==> config.mk <==
export PLATFORM = sky130hd
export DESIGN_NAME = nanorv32_periph_fabric_flat
export DESIGN_NICKNAME = d
export VERILOG_FILES = /design/src/rtl/nanorv32_periph_fabric_if.sv /design/src/rtl/nanorv32_periph_fabric.sv /design/src/flat_wrapper.sv
export SDC_FILE = /design/constraint.sdc
export NUM_CORES = 1
export LEC_CHECK = 0
export BUFFER_PORTS_ARGS = -buffer_cell sky130_fd_sc_hd__buf_2
export CAP_MARGIN = 25
export CORE_AREA = 2 2 109 111
export CTS_CLUSTER_SIZE = 28
export DETAILED_ROUTE_END_ITERATION = 10
export DIE_AREA = 0 0 111 113
export MAX_ROUTING_LAYER = met4
export PLACE_DENSITY = 0.54
export SLEW_MARGIN = 20
export SYNTH_ARGS = -nofsm -noshare
export SYNTH_HDL_FRONTEND = slang
export SYNTH_SLANG_ARGS = --single-unit
==> constraint.sdc <==
create_clock -name clk -period 2.1 [get_ports clk]
set_input_delay 0.315 -clock clk [delete_from_list [all_inputs] [get_ports clk]]
set_output_delay 0.315 -clock clk [all_outputs]
set_load 0.02 [all_outputs]
==> src/rtl/nanorv32_periph_fabric_if.sv <==
// Periph port bundle between the TCM arbiter (master) and the peripheral fabric (slave).
interface nanorv32_periph_fabric_if #(
  parameter int PADDR_W = 12
);
  logic [PADDR_W-1:0] periph_addr;
  logic [3:0]         periph_bytesel;
  logic [31:0]        periph_din;
  logic               periph_en;
  logic [31:0]        periph_dout;
  logic               periph_ready_nxt;

  modport master (
    output periph_addr,
    output periph_bytesel,
    output periph_din,
    output periph_en,
    input  periph_dout,
    input  periph_ready_nxt
  );

  modport slave (
    input  periph_addr,
    input  periph_bytesel,
    input  periph_din,
    input  periph_en,
    output periph_dout,
    output periph_ready_nxt
  );
endinterface

==> src/rtl/nanorv32_periph_fabric.sv <==
// Slot-decoded peripheral interconnect with sticky error termination.
// Optional BUSY timeout: define NANORV32_PERIPH_FABRIC_TIMEOUT_EN.
module nanorv32_periph_fabric #(
  parameter int          NUM_SLAVES = 4,
  parameter int          PADDR_W    = 12,
  parameter int          SLOT_LSB   = 8,
  parameter int          SLOT_BITS  = 2,
  parameter int          TIMEOUT    = 16,
  parameter logic [31:0] ERR_DATA   = 32'hDEAD_BEEF
) (
  input  logic                    clk,
  input  logic                    rst_n,
  nanorv32_periph_fabric_if.slave periph,
  output logic [PADDR_W-1:0]      bus_slv_addr,
  output logic [3:0]              bus_slv_bytesel,
  output logic [31:0]             bus_slv_din,
  output logic [NUM_SLAVES-1:0]   bus_slv_en,
  input  logic [32*NUM_SLAVES-1:0] slv_bus_dout,
  input  logic [NUM_SLAVES-1:0]   slv_bus_ready_nxt,
  input  logic                    err_clr,
  output logic                    bus_err,
  output logic [PADDR_W-1:0]      bus_err_addr
);

  typedef enum logic {
    IDLE,
    BUSY
  } state_t;

  state_t               state;
  logic [SLOT_BITS-1:0] slot_q;
  logic [SLOT_BITS-1:0] sel;
  logic [SLOT_BITS-1:0] act;
  logic                 err_q;
  logic                 mapped;
  logic                 slv_rdy;
  logic                 timeout_hit;
  logic                 err_term;
  logic                 en;

  assign en  = periph.periph_en;
  assign sel = periph.periph_addr[SLOT_LSB +: SLOT_BITS];
  assign act = (state == IDLE) ? sel : slot_q;

  assign mapped = int'(act) < NUM_SLAVES;

  assign bus_slv_addr    = periph.periph_addr;
  assign bus_slv_bytesel = periph.periph_bytesel;
  assign bus_slv_din     = periph.periph_din;

  always_comb begin
    slv_rdy = 1'b0;
    for (int i = 0; i < NUM_SLAVES; i++) begin
      if (act == SLOT_BITS'(i)) begin
        slv_rdy = slv_bus_ready_nxt[i];
      end
    end
  end

`ifdef NANORV32_PERIPH_FABRIC_TIMEOUT_EN
  localparam int TW = $clog2(TIMEOUT) + 1;
  logic [TW-1:0] timer;

  // A slave answering on the last allowed cycle still wins.
  assign timeout_hit = (state == BUSY) && en && !slv_rdy &&
                       (timer == TW'(TIMEOUT - 1));
`else
  assign timeout_hit = 1'b0;
`endif

  always_comb begin
    bus_slv_en = '0;
    for (int i = 0; i < NUM_SLAVES; i++) begin
      bus_slv_en[i] = en && mapped && !timeout_hit &&
                      (act == SLOT_BITS'(i));
    end
  end

  assign err_term = en && (!mapped || timeout_hit);

  assign periph.periph_ready_nxt =
    en && (!mapped || slv_rdy || timeout_hit);

  always_comb begin
    periph.periph_dout = slv_bus_dout[31:0];
    for (int i = 0; i < NUM_SLAVES; i++) begin
      if (slot_q == SLOT_BITS'(i)) begin
        periph.periph_dout = slv_bus_dout[32*i +: 32];
      end
    end
    if (err_q) begin
      periph.periph_dout = ERR_DATA;
    end
  end

  always_ff @(posedge clk or negedge rst_n) begin
    if (!rst_n) begin
      state        <= IDLE;
      slot_q       <= '0;
      err_q        <= 1'b0;
      bus_err      <= 1'b0;
      bus_err_addr <= '0;
`ifdef NANORV32_PERIPH_FABRIC_TIMEOUT_EN
      timer        <= '0;
`endif
    end else begin
      unique case (state)
        IDLE: begin
          if (en) begin
            if (!mapped) begin
              err_q <= 1'b1;
            end else begin
              slot_q <= sel;
              err_q  <= 1'b0;
              if (!slv_rdy) begin
                state <= BUSY;
`ifdef NANORV32_PERIPH_FABRIC_TIMEOUT_EN
                timer <= TW'(1);
`endif
              end
            end
          end
        end
        BUSY: begin
          if (!en || slv_rdy) begin
            state <= IDLE;
          end else if (timeout_hit) begin
            state <= IDLE;
            err_q <= 1'b1;
          end else begin
`ifdef NANORV32_PERIPH_FABRIC_TIMEOUT_EN
            timer <= timer + 1'b1;
`endif
          end
        end
      endcase

      // A clear coinciding with a new error re-arms capture.
      if (err_term) begin
        bus_err <= 1'b1;
        if (!bus_err || err_clr) begin
          bus_err_addr <= periph.periph_addr;
        end
      end else if (err_clr) begin
        bus_err <= 1'b0;
      end
    end
  end

endmodule

==> src/flat_wrapper.sv <==
// flat-port wrapper written by rule: the top's interface ports become plain ports
module nanorv32_periph_fabric_flat 
#(
  parameter int          NUM_SLAVES = 4,
  parameter int          PADDR_W    = 12,
  parameter int          SLOT_LSB   = 8,
  parameter int          SLOT_BITS  = 2,
  parameter int          TIMEOUT    = 16,
  parameter logic [31:0] ERR_DATA   = 32'hDEAD_BEEF
)
  (clk, rst_n, bus_slv_addr, bus_slv_bytesel, bus_slv_din, bus_slv_en, slv_bus_dout, slv_bus_ready_nxt, err_clr, bus_err, bus_err_addr, periph_periph_addr, periph_periph_bytesel, periph_periph_din, periph_periph_en, periph_periph_dout, periph_periph_ready_nxt);
  nanorv32_periph_fabric_if #(.PADDR_W(PADDR_W)) periph_i ();
  input  logic clk;
  input  logic rst_n;
  output logic [PADDR_W-1:0] bus_slv_addr;
  output logic [3:0] bus_slv_bytesel;
  output logic [31:0] bus_slv_din;
  output logic [NUM_SLAVES-1:0] bus_slv_en;
  input  logic [32*NUM_SLAVES-1:0] slv_bus_dout;
  input  logic [NUM_SLAVES-1:0] slv_bus_ready_nxt;
  input  logic err_clr;
  output logic bus_err;
  output logic [PADDR_W-1:0] bus_err_addr;
  input wire logic [$bits(periph_i.periph_addr)-1:0] periph_periph_addr;
  input wire logic [$bits(periph_i.periph_bytesel)-1:0] periph_periph_bytesel;
  input wire logic [$bits(periph_i.periph_din)-1:0] periph_periph_din;
  input wire logic [$bits(periph_i.periph_en)-1:0] periph_periph_en;
  output wire logic [$bits(periph_i.periph_dout)-1:0] periph_periph_dout;
  output wire logic [$bits(periph_i.periph_ready_nxt)-1:0] periph_periph_ready_nxt;
  assign periph_i.periph_addr = periph_periph_addr;
  assign periph_i.periph_bytesel = periph_periph_bytesel;
  assign periph_i.periph_din = periph_periph_din;
  assign periph_i.periph_en = periph_periph_en;
  assign periph_periph_dout = periph_i.periph_dout;
  assign periph_periph_ready_nxt = periph_i.periph_ready_nxt;
  nanorv32_periph_fabric #(.NUM_SLAVES(NUM_SLAVES), .PADDR_W(PADDR_W), .SLOT_LSB(SLOT_LSB), .SLOT_BITS(SLOT_BITS), .TIMEOUT(TIMEOUT), .ERR_DATA(ERR_DATA)) u_core (.clk(clk), .rst_n(rst_n), .periph(periph_i), .bus_slv_addr(bus_slv_addr), .bus_slv_bytesel(bus_slv_bytesel), .bus_slv_din(bus_slv_din), .bus_slv_en(bus_slv_en), .slv_bus_dout(slv_bus_dout), .slv_bus_ready_nxt(slv_bus_ready_nxt), .err_clr(err_clr), .bus_err(bus_err), .bus_err_addr(bus_err_addr));
endmodule
# Yosys cells after proc, flatten, opt, wreduce, memory -nomap -nowiden
# Index checks and enable logic that the tools add are counted.
# op_classes
eq_ne,7
muxes,15
bitwise,1
n_reduce_logical,10
# ops
op,count
32-bit 2-to-1 mux,4
1-bit 2-to-1 mux,9
2-bit equality test (second input constant),4
1-bit logical AND,5
2-bit by 1-bit equality test with 1-bit output (second input constant),2
2-bit AND reduction,2
2-bit logical NOT,1
2-bit 2-to-1 mux,1
2-bit inequality test (second input constant),1
1-bit one-hot mux with 2 select lines,1
1-bit logical NOT,1
1-bit logical OR,1
1-bit NOT,1
# totals
ff_bits,4
input_bits,184
output_inout_bits,98
word_cells,36

# Depth between registers and ports, before layout
# Gate-level depths: netlist of the first run.
# logic_depth
depth_word,9
ltp_mapped,4
depth_no_buf,3

# Worst setup path before layout of the first run
# No wires, ideal clock.
# synth_path
path_kind,reg-to-output
startpoint,register u_core.slot_q[0]
endpoint,output periph_periph_ready_nxt
t_arrival_ns,1.461
t_required_ns,1.785
path_slack_ns,0.324
stages_incl_launch_ff,5
path_buffers,1
path_cell_list,dfrtp_1 > buf_6 > and4b_1 > a31oi_1 > a311oi_1
# synth_between
elab_chain_cells,7
elab_cells_between_ends,10
classes_between,3 x eq/ne; 5 x mux; 2 x reduce/logical
# synth_lines
item,line_no,rtl
"start, declared",nanorv32_periph_fabric.sv:31,logic [SLOT_BITS-1:0] slot_q;
"start signal, assigned",nanorv32_periph_fabric.sv:113,slot_q <= sel;
2-bit 2-to-1 mux (*),nanorv32_periph_fabric.sv:43,assign act = (state == IDLE) ? sel : slot_q;
2-bit logical NOT,nanorv32_periph_fabric.sv:54,if (act == SLOT_BITS'(i)) begin
1-bit 2-to-1 mux (3 in a row),nanorv32_periph_fabric.sv:54,
1-bit 2-to-1 mux (*),nanorv32_periph_fabric.sv:54,
1-bit logical AND (*),nanorv32_periph_fabric.sv:82,en && (!mapped || slv_rdy || timeout_hit);
"end, declared",flat_wrapper.sv:29,output wire logic [$bits(periph_i.periph_ready_nxt)-1:0] periph_periph_ready_nxt;
# Every way passes the cells marked *; elsewhere a longest branch is shown, timed or not.

# Worst setup path after layout of the first run
# Same ends and word-level chain as after synthesis.

==> run summary, run 1 <==
Worst-path maximum fanout = 15
Most frequent cells in the layout = 175 x buf_2, 32 x mux4_2, 13 x conb_1
Die Wd = 111 um
Slowest stage delay, CP = 430 ps
Synth-to-Final Area Change = 48.17%
Io pins = 282
Longest Clk Path Bufs = 2
Arr. time, crit path = 1620 ps
Post-layout nets = 445
Kind of end point of the critical path = primary output
Setup Fix Bufs, Post-CTS = 0
Register bit total from synthesis = 3
Endpoints failing setup = 0
Via/cell ratio = 3.829
Total Routing Usage GR = 8.379%
Distinct cells, synth = 26
CTS Root Cell = clkbuf_16
Hold Buf Count CTS = 1
Placer congestion estimate = 0.7354
CTS tree = done
Final worst path period need = 1937 ps
Maxcap violations = 0
PnR worst setup slack = 163.3 ps
Fin util = 19.80%
Antenna-violating nets left = 0
RSZ-0062 raised after global routing = no
Cell Area, Synth = 1506 um2
PortBufs = 175
Final Skew = 1.295 ps
Register area share after synthesis = 4.983%
Post-DP HPWL = 4.862 mm
Multi-input gate area = 952.2 um2
Die footprint = 12540 um2
Crit start category = register
Hold crit path type = in2reg
Post-CTS sizing = 0
Dominant synthesized flop cell = dfrtp_1
Syn. warnings = 0
Final period utilization = 92.23%
Async SR Flop Fraction = 100.0%
Clock transition at path regs = 30 ps
Crit Path Class = reg2out
CP Cell Sequence = buf_12 -> nor3b_2 -> o21ai_1 -> a311oi_1 -> buf_2
Pre-CTS setup slack = 384.6 ps
Row count = 39
Clk Latency, worst-skew pair = 220 ps
F_max = 516.3 MHz
CP max stage cell = dfrtp_2
CP required = 1780 ps
Slew Limit Fails = 0
Flip-flop and latch area = 77.57 um2
Post-synth EDFFs = 0
TritonCTS Sinks = 3
Delay-heaviest family, CP = flip-flops
Synth Area per Inst = 11.24 um2
Initial antenna violation count = 0
Diode count = 0
Fill count = 1250
Largest net degree at the start of global routing = 26
Layout cells sized above 1 = 84.62%
Vias after detailed routing = 1543
WL final = 5.484 mm
Status = finished, final reports clean
Die H = 113 um
Grt ovf = 0
Vias in the first global route = 1689
Drt wl/cell = 13.61 um
Syn Inst Count = 134
CTS H-Tree Depth = 1
Sum of negative setup slack = 0 ps
Initial core utilization = 13.36%
# DRC = 0
Number of buffers and inverters on the critical path = 2
1st-iter DRT viols = 33
Leakage = 0.001109 uW
Final Power = 1589 uW
Pwr dens = 711.8 nW/um2
Hold Violations, Final = 0
Num CTS Buffers = 3
Core Area = 11270 um2
First-pass GRT wire length = 8.424 mm
DRT Pass-1 Iters = 2
Commonest non-fill, non-tap cell in the layout = buf_2
Max VDD drop = 509.6 uV
==> power by group <==
part / total [uW] / leakage, uW / switching (uW) / internal [uW]
Combinational: 1190 / 0.00104 / 608 / 581
Sequential: 99.9 / 0.0000340 / 26.9 / 73.0
Clock: 300 / 0.0000382 / 49.8 / 250
Total: 1590 / 0.00111 / 685 / 904
==> path summary, 6_finish.rpt <==
kind	startpoint	to	slack, ps	cells past startpoint
setup / recovery	u_core.slot_q[0]	periph_periph_ready_nxt	160	5
hold / removal	periph_periph_en	u_core.state	370	2
setup reg to reg	u_core.slot_q[0]	u_core.state	810	4
hold reg to reg	u_core.slot_q[0]	u_core.slot_q[0]	760	2
max in group asynchronous	rst_n	u_core.slot_q[0]	1560	2
min in group asynchronous	rst_n	u_core.slot_q[1]	420	2
==> per-layer routing <==
| layer | track usage [%] | up-vias | part of all wire [%] |
|---|---|---|---|
| met5 | - | - | 0 |
| met4 | 2.250 | 0 | 2.7 |
| met3 | 2.303 | 16 | 9.6 |
| met2 | 15.66 | 96 | 53 |
| met1 | 8.671 | 733 | 35 |
| li1 | - | 698 | - |
==> state kept, by name, summed over array words and instances (netlist names) <==
name           cells
u_core.slot_q      2
u_core.state       1
==> cell usage after synthesis, types with 2 or more instances <==
library cell,instances,share of area (%)
buf_4,63,31
mux4_2,32,48
buf_2,5,1.7
nor2_1,5,1.2
a21oi_1,3,1.0
dfrtp_1,3,5.0
buf_6,2,1.5
mux2_2,2,1.5
nand3b_1,2,1.0
==> cell families after synthesis <==
family	Yosys count	synth area share, %
flops	3	4.983
mux	34	49.34
simple gates	13	5.232
buf+inv	71	34.80
compound gates	12	5.399
other cells	1	0.2489
==> final cells by class <==
type,count,share of cell area [%]
inverter,1,0.1682
multi-input combinational,72,42.66
clock buffer,4,3.531
tap,143,8.016
sequential,3,3.475
timing repair buffer,180,42.15
==> metrics by stage <==
step | instance area [um2] | cells | hold WS [ps]
finish | 2232 | 403 | 372.1
global route | 2232 | 403 | 384.2
CTS | 2232 | 403 | 380.0
detailed placement | 2143 | 398 | 116.5
global placement | 2143 | 398 | 116.1
floorplan | 1551 | 146 | 19.41
No activity file was read; power rests on OpenSTA's default activity.
==> run 2: changes to the inputs <==
ABC_AREA = 1   (was not set)
CORE_AREA = 2 2 108 110   (was 2 2 109 111)
DIE_AREA = 0 0 110 112   (was 0 0 111 113)
PLACE_DENSITY = 0.55   (was 0.54)
==> run summary, run 2 <==
CP max stage cell = dfrtp_2
Slew Limit Fails = 0
CP required = 1780 ps
Synth Area per Inst = 5.452 um2
1st-iter DRT viols = 66
Vias after detailed routing = 2200
Via/cell ratio = 3.943
PortBufs = 175
Syn. warnings = 0
Max reg flops = 2
CP Cell Sequence = inv_2 -> nand2_2 -> nand2_1 -> buf_6 -> nor2_1 -> o31ai_1 -> buf_2
Synth top area share = 30.12%
# DRC = 0
Final Power = 1842 uW
RSZ-0062 raised after global routing = no
WL final = 6.567 mm
Sum of negative setup slack = 0 ps
TritonCTS Sinks = 3
Synth-to-Final Area Change = 48.84%
Row count = 39
Number of buffers and inverters on the critical path = 3
Status = finished, final reports clean
Fill count = 1328
Post-layout nets = 600
Met1 GRT Util = 11.71%
Hold Worst Slack = 396.0 ps
Final worst path period need = 1946 ps
Endpoints failing setup = 0
Die footprint = 12320 um2
Leakage = 0.001284 uW
Crit Path Class = reg2out
Clock transition at path regs = 30 ps
Post-DP HPWL = 5.299 mm
Diode count = 0
Syn Inst Count = 288
Final period utilization = 92.68%
Grt ovf = 0
Maxcap violations = 0
CTS H-Tree Depth = 1
Die H = 112 um
F_max = 513.8 MHz
Initial antenna violation count = 0
Initial core utilization = 14.05%
Cell Area, Synth = 1570 um2
Num CTS Buffers = 3
Worst-path maximum fanout = 13
Layout cells sized above 1 = 46.51%
Commonest non-fill, non-tap cell in the layout = buf_2
Hold Violations, Final = 0
Max VDD drop = 359.4 uV
Distinct cells, synth = 17
Multi-input gate area = 980.9 um2
Arr. time, crit path = 1630 ps
PnR worst setup slack = 153.7 ps
Top cell type by total area after synthesis = buf_4
Final Skew = 0.6486 ps
Gr busiest metal = met2
Largest net degree at the start of global routing = 25
Register bit total from synthesis = 3
Register area share after synthesis = 4.781%
Setup Fix Bufs, Post-CTS = 0
Crit start category = register
Slowest stage delay, CP = 440 ps
Dominant synthesized flop cell = dfrtp_1
Largest Register = u_core.slot_q
Met3 Track Usage GR = 2.108%
Most frequent cells in the layout = 175 x buf_2, 65 x nand2_1, 56 x nor2_1
Placer congestion estimate = 0.7548
First-pass GRT wire length = 9.563 mm
Total Routing Usage GR = 10.16%
Core Area = 11170 um2
Drt wl/cell = 11.77 um
Kind of end point of the critical path = primary output
Most frequent cell after synthesis = nand2_1
Largest regs = u_core.slot_q x2, u_core.state x1
Top cells by area, synth = buf_4 30%, nand2_1 16%, nor2_1 13%
Clk Latency, worst-skew pair = 220 ps
Longest Clk Path Bufs = 2
Async SR Flop Fraction = 100.0%
Io pins = 282
Pwr dens = 788.2 nW/um2
GR Util met2 = 16.93%
Pre-CTS setup slack = 282.3 ps
Delay-heaviest family, CP = buffers and inverters
Hold crit path type = in2reg
Leading cell types by count after synthesis = 65 x nand2_1, 63 x buf_4, 56 x nor2_1
DRT Pass-1 Iters = 4
Antenna-violating nets left = 0
CTS Root Cell = clkbuf_16
Die Wd = 110 um
CTS tree = done
Post-synth EDFFs = 0
Fin util = 20.92%
Flip-flop and latch area = 76.32 um2
Vias in the first global route = 1959
[run 2: layout make-up]
class	instances	area share [%]
inverters	7	1.124
flip-flops and latches	3	3.266
multi-input cells	214	41.97
well taps	143	7.655
clock buffers	4	3.373
repair buffers	187	42.61
[run 2: what timing repair did]
item | 4_1_cts | 5_1_grt
hold buffers | 1 | 0
gates resized for setup | 0 | 6
hold endpoints to repair | 3 | 0
setup endpoints to repair | 0 | 10
[run 2: final timing paths]
check                                       from  slack [ps]  depth (start not counted)                      to
max reg2reg                     u_core.slot_q[1]         830                          7            u_core.state
max                             u_core.slot_q[1]         150                          7  periph_periph_dout[25]
max in group asynchronous                  rst_n        1550                          2        u_core.slot_q[1]
min reg2reg                     u_core.slot_q[1]         590                          2        u_core.slot_q[1]
min in group asynchronous                  rst_n         430                          2            u_core.state
min                        periph_periph_addr[8]         400                          3        u_core.slot_q[0]
[run 2: routing by layer]
layer  routed length [um]  vias up
met5                    0        -
met1                 2669      912
met2                 3052      137
met3                  645       18
met4                  199        0
li1                     -     1133
[run 2: stage by stage]
| stage | cells | instance area, um2 |
|---|---|---|
| 6_report | 558 | 2337 |
| 2_1_floorplan | 300 | 1615 |
| 4_1_cts | 558 | 2316 |
| 5_1_grt | 558 | 2337 |
| 3_5_place_dp | 553 | 2227 |
| 3_3_place_gp | 553 | 2227 |
[run 2: logic make-up after synthesis]
kind of cell           Yosys count  share of synthesized area [%]
other                            1                         0.2388
AOI/OAI and AO/OA               67                          25.66
and+or+nand+nor                134                          33.39
DFF                              3                          4.781
buffers and inverters           83                          35.94
[run 2: report_power, final]
| group | switching (uW) | internal (uW) | leakage [uW] |
|---|---|---|---|
| combinational | 920 | 527 | 0.00121 |
| clock | 52.8 | 251 | 0.0000382 |
| sequential | 20.4 | 71.4 | 0.0000359 |
[run 2: tightest hold or removal path: stages]
cell and delay (ps):
buf_2 110, inv_1 60, o21ai_0 80
==> run 3: changes to the inputs <==
CORE_AREA = 2 2 109 111   (was 2 2 108 110)
DIE_AREA = 0 0 111 113   (was 0 0 110 112)
clock period = 2 ns   (was 2.1 ns; I/O delays follow)
==> run summary, run 3 (synthesized netlist as in run 2, its figures left out) <==
Status = finished, final reports clean
Commonest non-fill, non-tap cell in the layout = buf_2
WL final = 7.049 mm
Kind of end point of the critical path = primary output
CP Cell Sequence = buf_6 -> nand2_1 -> nand2_4 -> buf_12 -> nor2_1 -> o31ai_1 -> buf_2
Post-DP HPWL = 5.224 mm
Slew Limit Fails = 0
Final Skew = 0.05983 ps
Fill count = 1347
Die footprint = 12540 um2
Largest Register = u_core.slot_q
Total Routing Usage GR = 10.05%
Initial antenna violation count = 0
CTS Root Cell = clkbuf_16
Final worst path period need = 1938 ps
Row count = 39
Maxcap violations = 0
Initial core utilization = 13.93%
Final period utilization = 96.88%
Slowest stage delay, CP = 400 ps
Final Power = 2071 uW
Largest regs = u_core.slot_q x2, u_core.state x1
Leakage = 0.001324 uW
Vias after detailed routing = 2227
PortBufs = 175
1st-iter DRT viols = 107
Hold crit path type = in2reg
Io pins = 282
Endpoints failing setup = 0
DRT Pass-1 Iters = 4
Core Area = 11270 um2
Antenna-violating nets left = 0
Grt ovf = 0
First-pass GRT wire length = 10.07 mm
Diode count = 0
Layout cells sized above 1 = 48.10%
Post-layout nets = 605
Placer congestion estimate = 0.7790
F_max = 516.1 MHz
Largest net degree at the start of global routing = 32
Fin util = 21.49%
Die Wd = 111 um
CTS H-Tree Depth = 1
Pre-CTS setup slack = 215.0 ps
# DRC = 0
Clk Latency, worst-skew pair = 220 ps
Sum of negative setup slack = 0 ps
PnR worst setup slack = 62.40 ps
Max VDD drop = 356.0 uV
Die H = 113 um
Crit Path Class = reg2out
CP required = 1700 ps
Hold Violations, Final = 0
Pwr dens = 855.1 nW/um2
Worst-path maximum fanout = 8
Via/cell ratio = 3.956
RSZ-0062 raised after global routing = no
R2R setup slack = 800 ps
Arr. time, crit path = 1640 ps
Synth-to-Final Area Change = 54.26%
Drt wl/cell = 12.52 um
TritonCTS Sinks = 3
Clock transition at path regs = 30 ps
Crit start category = register
Longest Clk Path Bufs = 2
CP max stage cell = dfrtp_2
Num CTS Buffers = 3
CTS tree = done
Vias in the first global route = 2023
Max reg flops = 2
Most frequent cells in the layout = 175 x buf_2, 62 x nand2_1, 56 x nor2_1
run 3: cell count changes in the layout (fill, tap and decap cells not counted), sizes merged:
cell	previous run	this run
buf	186	189
clkbuf	4	6
run 3: what timing repair did:
item / in CTS / in global routing
cloned: 0 / 2
setup endpoints to repair: 1 / 21
resized for setup: 1 / 10
endpoints found under the hold margin: 3 / 0
buffers inserted: 0 / 3
hold buffers: 1 / 0
run 3: cell type report:
type	instances	area, um2	area share (%)
repair buffers	192	1065	43.96
multi-input cells	214	993.5	41.01
well taps	143	178.9	7.386
clock buffers	4	78.83	3.254
flip-flops and latches	3	77.57	3.202
inverters	7	28.78	1.188
run 3: stage by stage:
| stage | cells | hold slack (ps) | instance area (um2) |
|---|---|---|---|
| after floorplan | 300 | 4.409 | 1615 |
| after global placement | 553 | 99.02 | 2227 |
| after detailed placement | 553 | 102.0 | 2227 |
| after CTS | 558 | 377.2 | 2318 |
| after global routing | 563 | 408.2 | 2422 |
| final | 563 | 370.9 | 2422 |
run 3: power breakdown:
part	internal, uW	switching, uW	total (uW)
Combinational	636	1030	1660
Sequential	75.9	19.1	94.9
Clock	263	52.6	316
run 3: metal layers:
| metal | vias to the layer above | global-route usage, % | wire length (um) |
|---|---|---|---|
| met5 | - | - | 0 |
| met4 | 0 | 2.750 | 109 |
| met3 | 14 | 2.464 | 647 |
| met2 | 149 | 17.14 | 3356 |
| met1 | 924 | 11.88 | 2935 |
| li1 | 1140 | - | - |
run 3: worst max-delay path: cells and delay by family (launching register included):
family / cells / cell delay (ps)
simple gates: 3 / 270
compound gates: 1 / 260
buf+inv: 3 / 500
flops: 1 / 400
run 3: worst paths after layout:
check | start | to | cells past startpoint
min | periph_periph_addr[9] | u_core.slot_q[1] | 3
max reg2reg | u_core.state | u_core.state | 6
max in group asynchronous | rst_n | u_core.slot_q[1] | 2
min in group asynchronous | rst_n | u_core.state | 2
min reg2reg | u_core.slot_q[0] | u_core.slot_q[0] | 3
max | u_core.slot_q[1] | periph_periph_dout[27] | 7
